File: src/rtl/uart_pkg.sv
// Shared UART definitions for the byte transmitter and receiver.
// The PARITY state exists only when UART_TX_PARITY_EN is defined.
package uart_pkg;

   localparam int   UART_DATA_BITS  = 8;
   localparam logic UART_IDLE_LEVEL = 1'b1;

   typedef enum logic [2:0] {
      UART_IDLE   = 3'd0,
      UART_START  = 3'd1,
      UART_DATA   = 3'd2,
      UART_STOP   = 3'd3
`ifdef UART_TX_PARITY_EN
      , UART_PARITY = 3'd4
`endif
   } uart_state_e;

   // Width of a counter that must hold 0..oversample-1.
   function automatic int uart_tick_cnt_w(input int oversample);
      return (oversample < 2) ? 1 : $clog2(oversample);
   endfunction

endpackage

File: src/rtl/uart_transmitter_byte_if.sv
// Host-side byte handshake into the UART transmitter.
interface uart_transmitter_byte_if;
   import uart_pkg::*;

   // A byte moves on every clk edge where data_valid and ready are both high;
   // data must be stable in that cycle and is ignored at all other times.
   logic [UART_DATA_BITS-1:0] data;
   logic                      data_valid;
   logic                      ready;

   modport master (output data, output data_valid, input ready);
   modport slave  (input data, input data_valid, output ready);

endinterface

File: src/rtl/uart_bit_timer.sv
// Counts baud_tick strobes and flags the clk where a bit period ends.
module uart_bit_timer
   import uart_pkg::*;
#(
   parameter int OVERSAMPLE = 16
) (
   input  logic clk,
   input  logic rst,
   input  logic baud_tick,
   input  logic clr,
   output logic bit_end
);

   localparam int W = uart_tick_cnt_w(OVERSAMPLE);
   localparam logic [W-1:0] LAST = W'(OVERSAMPLE - 1);

   logic [W-1:0] cnt_q, cnt_d;

   // A clear wins over a coincident tick, so that tick is simply dropped.
   assign bit_end = baud_tick && !clr && (cnt_q == LAST);

   always_comb begin
      cnt_d = cnt_q;
      if (clr) begin
         cnt_d = '0;
      end else if (baud_tick) begin
         cnt_d = (cnt_q == LAST) ? '0 : cnt_q + W'(1);
      end
   end

   always_ff @(posedge clk or negedge rst) begin
      if (!rst) begin
         cnt_q <= '0;
      end else begin
         cnt_q <= cnt_d;
      end
   end

endmodule

File: src/rtl/uart_transmitter_byte.sv
// UART byte transmitter: start, 8 data bits LSB first, optional parity, stop bit(s).
// Define UART_TX_PARITY_EN to insert an even-parity bit after data bit 7.
module uart_transmitter_byte
   import uart_pkg::*;
#(
   parameter int OVERSAMPLE = 16,
   parameter int STOP_BITS  = 1
) (
   input  logic                    clk,
   input  logic                    rst,
   input  logic                    baud_tick,
   uart_transmitter_byte_if.slave  host,
   output logic                    tx,
   output logic                    tx_done,
   output uart_state_e             state_dbg
);

   localparam logic [2:0] STOP_LAST = 3'(STOP_BITS - 1);

   uart_state_e               state_q, state_d;
   logic [UART_DATA_BITS-1:0] shift_q, shift_d;
   logic [2:0]                bit_cnt_q, bit_cnt_d;
   logic                      tx_q, tx_d;
   logic                      ready_q, ready_d;
   logic                      tx_done_q, tx_done_d;
   logic                      accept;
   logic                      bit_end;
`ifdef UART_TX_PARITY_EN
   logic                      parity_q, parity_d;
`endif

   assign accept = (state_q == UART_IDLE) && host.data_valid;

   uart_bit_timer #(.OVERSAMPLE(OVERSAMPLE)) u_bit_timer (
      .clk       (clk),
      .rst       (rst),
      .baud_tick (baud_tick),
      .clr       (accept),
      .bit_end   (bit_end)
   );

   always_comb begin
      state_d   = state_q;
      shift_d   = shift_q;
      bit_cnt_d = bit_cnt_q;
      tx_done_d = 1'b0;
`ifdef UART_TX_PARITY_EN
      parity_d  = parity_q;
`endif
      case (state_q)
         UART_IDLE: begin
            if (accept) begin
               state_d   = UART_START;
               shift_d   = host.data;
               bit_cnt_d = '0;
`ifdef UART_TX_PARITY_EN
               parity_d  = ^host.data;
`endif
            end
         end
         UART_START: begin
            if (bit_end) state_d = UART_DATA;
         end
         UART_DATA: begin
            if (bit_end) begin
               shift_d = {1'b0, shift_q[UART_DATA_BITS-1:1]};
               if (bit_cnt_q == 3'd7) begin
                  bit_cnt_d = '0;
`ifdef UART_TX_PARITY_EN
                  state_d   = UART_PARITY;
`else
                  state_d   = UART_STOP;
`endif
               end else begin
                  bit_cnt_d = bit_cnt_q + 3'd1;
               end
            end
         end
`ifdef UART_TX_PARITY_EN
         UART_PARITY: begin
            if (bit_end) state_d = UART_STOP;
         end
`endif
         UART_STOP: begin
            // bit_cnt is reused here to count stop-bit periods.
            if (bit_end) begin
               if (bit_cnt_q == STOP_LAST) begin
                  state_d   = UART_IDLE;
                  bit_cnt_d = '0;
                  tx_done_d = 1'b1;
               end else begin
                  bit_cnt_d = bit_cnt_q + 3'd1;
               end
            end
         end
         default: state_d = UART_IDLE;
      endcase

      // Outputs are registered from the next state so they move with it.
      case (state_d)
         UART_START:  tx_d = 1'b0;
         UART_DATA:   tx_d = shift_d[0];
`ifdef UART_TX_PARITY_EN
         UART_PARITY: tx_d = parity_d;
`endif
         default:     tx_d = UART_IDLE_LEVEL;
      endcase
      ready_d = (state_d == UART_IDLE);
   end

   always_ff @(posedge clk or negedge rst) begin
      if (!rst) begin
         state_q   <= UART_IDLE;
         shift_q   <= '0;
         bit_cnt_q <= '0;
         tx_q      <= UART_IDLE_LEVEL;
         ready_q   <= 1'b1;
         tx_done_q <= 1'b0;
`ifdef UART_TX_PARITY_EN
         parity_q  <= 1'b0;
`endif
      end else begin
         state_q   <= state_d;
         shift_q   <= shift_d;
         bit_cnt_q <= bit_cnt_d;
         tx_q      <= tx_d;
         ready_q   <= ready_d;
         tx_done_q <= tx_done_d;
`ifdef UART_TX_PARITY_EN
         parity_q  <= parity_d;
`endif
      end
   end

   assign tx         = tx_q;
   assign tx_done    = tx_done_q;
   assign host.ready = ready_q;
   assign state_dbg  = state_q;

endmodule

File: src/flat_wrapper.sv
// flat-port wrapper written by rule: the top's interface ports become plain ports
module uart_transmitter_byte_flat import uart_pkg::*;
#(
   parameter int OVERSAMPLE = 16,
   parameter int STOP_BITS  = 1
)
  (clk, rst, baud_tick, tx, tx_done, state_dbg, host_data, host_data_valid, host_ready);
  uart_transmitter_byte_if host_i ();
  input  logic clk;
  input  logic rst;
  input  logic baud_tick;
  output logic tx;
  output logic tx_done;
  output uart_state_e state_dbg;
  input wire logic [$bits(host_i.data)-1:0] host_data;
  input wire logic [$bits(host_i.data_valid)-1:0] host_data_valid;
  output wire logic [$bits(host_i.ready)-1:0] host_ready;
  assign host_i.data = host_data;
  assign host_i.data_valid = host_data_valid;
  assign host_ready = host_i.ready;
  uart_transmitter_byte #(.OVERSAMPLE(OVERSAMPLE), .STOP_BITS(STOP_BITS)) u_core (.clk(clk), .rst(rst), .baud_tick(baud_tick), .host(host_i), .tx(tx), .tx_done(tx_done), .state_dbg(state_dbg));
endmodule
File: config.mk
export PLATFORM = sky130hd
export DESIGN_NAME = uart_transmitter_byte_flat
export DESIGN_NICKNAME = d
export VERILOG_FILES = /design/src/rtl/uart_pkg.sv /design/src/rtl/uart_transmitter_byte_if.sv /design/src/rtl/uart_bit_timer.sv /design/src/rtl/uart_transmitter_byte.sv /design/src/flat_wrapper.sv
export SDC_FILE = /design/constraint.sdc
export NUM_CORES = 1
export LEC_CHECK = 0
export ABC_AREA = 1
export BUFFER_PORTS_ARGS = -buffer_cell sky130_fd_sc_hd__buf_2
export CAP_MARGIN = 30
export CORE_MARGIN = 4
export CORE_UTILIZATION = 49
export DETAILED_ROUTE_END_ITERATION = 12
export PLACE_DENSITY = 0.71
export SLEW_MARGIN = 20
export SYNTH_ARGS = -nofsm -noshare
export SYNTH_HDL_FRONTEND = slang
export SYNTH_HIERARCHICAL = 1
export SYNTH_SLANG_ARGS = --single-unit
File: constraint.sdc
create_clock -name clk -period 1.7 [get_ports clk]
set_input_delay 0.255 -clock clk [delete_from_list [all_inputs] [get_ports clk]]
set_output_delay 0.255 -clock clk [all_outputs]
set_load 0.02 [all_outputs]
==> metrics <==
Setup WS pre-CTS 0.0633 ns; Synth area leader dfrtp_1; peak supply drop 507 uV; total global-route track usage 0.140; endpoints failing hold 0; # placed instances 170; num rows 17; Final #Nets 168; number of fillers in the final layout 190; Syn Nets 138; Tmin final 1.61 ns; vias in the first global route 864; CTS Buffer Depth 2; Leak 0.691 nW; Cell Count, Final, Fillers Out 179; Netlist Area Pre-Place 1110 um2; top post-synthesis cells by count 28 x nand2_1, 19 x dfrtp_1, 15 x inv_1; FMAX 620 MHz; RSZ-0062 raised after global routing true; largest net degree at the start of global routing 22; post-route setup slack 0.0881 ns; total CTS buffers 3; Core Util, Final 0.633; register bit total from synthesis 21; ranking of synthesized cells by area dfrtp_1 43%, nand2_1 9.4%, inv_1 5.1%; required time of the critical path 1.92 ns; ys flop type dfrtp_1; Slew Viols, Final 0; first-pass GRT wire length 3.53 mm; Die Ht 55.7 um; io pins 18; chip width 55.7 um; DR WL/cell 12.4 um; PwrDens 817 nW/um2; starting DRC count in detailed routing 26; worst skew pair latency 0.29 ns; register area share after synthesis 0.474; Syn Inst Count 122; Setup violations, final 0; Setup CP Type reg2reg; residual DRC count 0; CP endpoint kind flop; Min-Delay Path Class in2reg; Syn-to-layout area delta 24.4%; CORE AREA 2190 um2; drt total wl 2.22 mm; TritonCTS clock tree yes; crit start category flop; Post-synth EDFFs 0; Initial DRT Pass Iterations 4; DP HPWL 1.57 mm; ys async rst share 1.00; Placer Congestion 0.975; Pwr Total 1.13 mW; Clock Sinks 21; layout cell share with drive strength beyond 1 0.430; Layout Skew 0.00492 ns; library cells used by synthesis 25; period utilization 0.948; Starting Density 0.509; Fin Hold WS 0.164 ns; GR Overflow Total 0; clk root buf clkbuf_4; initial antenna violation count 0; post-synth top area share 0.426; antenna viol nets, final 0; syn avg cell area 9.14 um2; Vias/cell 5.23; top-count cell post-synth nand2_1; Crit Path Max Fanout 6; die area 3100 um2; status finished clean; port bufs 17; Reg clk slew, reported paths 0.12 ns; H-tree levels 1; Antenna diodes 0; vias 937; max cap viols 0; YS warnings 6; WP data arrival 1.83 ns
-- per-layer routing --
layer,share of wire,track usage
met3,0.051,0.0278
met5,0,0
met2,0.52,0.240
met4,0.0063,0.0486
met1,0.42,0.175
-- cell families (layout without fill, tap and decap cells) --
family / after synthesis / in the layout / synth area share
other: 1 / 1 / 0.00336
AO/OA/AOI/OAI: 15 / 15 / 0.0898
flip-flops: 21 / 21 / 0.474
AND/OR/NAND/NOR: 60 / 60 / 0.309
adder cells (fa/ha/maj): 4 / 4 / 0.0449
buffers and inverters: 21 / 50 / 0.0797
-- repair_timing --
action | 4_1_cts | 5_1_grt
setup buffers | 0 | 3
setup endpoints to repair | 0 | 15
gates resized for setup | 0 | 15
hold buffers | 1 | 0
hold endpoints to repair | 19 | 0
-- sequential cells by signal, indices dropped and copies added, names as in the netlist --
name / flops
u_core/state_dbg: 3
u_core/tx_done: 1
u_core/shift_q: 8
u_core/tx: 1
u_core/host.ready: 1
u_core/u_bit_timer/cnt_q: 4
u_core/bit_cnt_q: 3
-- metrics by stage --
step	setup TNS (ns)	area (um2)
after CTS	0	1300
after global placement	0	1260
after global routing	-0.0895	1390
after floorplan	0	1120
final	0	1390
after detailed placement	0	1260
-- power by group --
group | switching (mW) | leakage [nW] | total [mW] | internal (mW)
Clock | 0.142 | 0.0150 | 0.233 | 0.0911
Combinational | 0.143 | 0.415 | 0.260 | 0.117
Sequential | 0.0609 | 0.261 | 0.639 | 0.578
-- final timing paths --
check	endpoint	startpoint	slack, ns	cells past startpoint
worst max register to register	u_core/bit_cnt_q[2]	u_core/u_bit_timer/cnt_q[0]	0.09	8
worst max-delay path	u_core/bit_cnt_q[2]	u_core/u_bit_timer/cnt_q[0]	0.09	8
max in group asynchronous	u_core/u_bit_timer/cnt_q[1]	rst	0.92	2
min in group asynchronous	u_core/bit_cnt_q[0]	rst	0.43	2
worst min register to register	u_core/shift_q[0]	u_core/shift_q[0]	0.53	2
worst min-delay path	u_core/shift_q[6]	host_data[6]	0.16	3
-- worst max-delay path: stages (launching register included) --
cell     delay [ns]
dfrtp_1        0.42
ha_4           0.17
nand3_4        0.08
nor3_4         0.25
nand4_2        0.19
buf_6          0.18
nand3_4        0.10
nand3_2        0.08
o21ai_1        0.08
-- layout make-up --
type | count | area, um2 | area share
Multi-Input combinational cell | 80 | 558 | 0.403
Sequential cell | 21 | 533 | 0.384
Timing Repair Buffer | 26 | 156 | 0.113
Inverter | 20 | 77.6 | 0.0560
Tap cell | 28 | 35.0 | 0.0253
Clock buffer | 4 | 26.3 | 0.0190
-- cells in the final DEF, fill, tap and decap left out, types with 2 or more instances in the layout --
cell type / netlist / layout
nor2_2: 3 / 4
nand2_1: 28 / 27
o221ai_1: 5 / 5
dfrtp_1: 19 / 15
nand4_1: 2 / 2
dfrtp_2: 0 / 4
dfstp_2: 2 / 2
nor2_4: 2 / 2
o21ai_1: 6 / 6
inv_2: 4 / 5
nand3_1: 7 / 3
buf_2: 0 / 18
nor2_1: 5 / 4
clkbuf_4: 0 / 3
nand2_2: 2 / 3
inv_1: 15 / 14
ha_1: 4 / 3
buf_4: 0 / 6
nand3_4: 2 / 3
nand3_2: 5 / 8
Power figures use the tool's default switching activity.
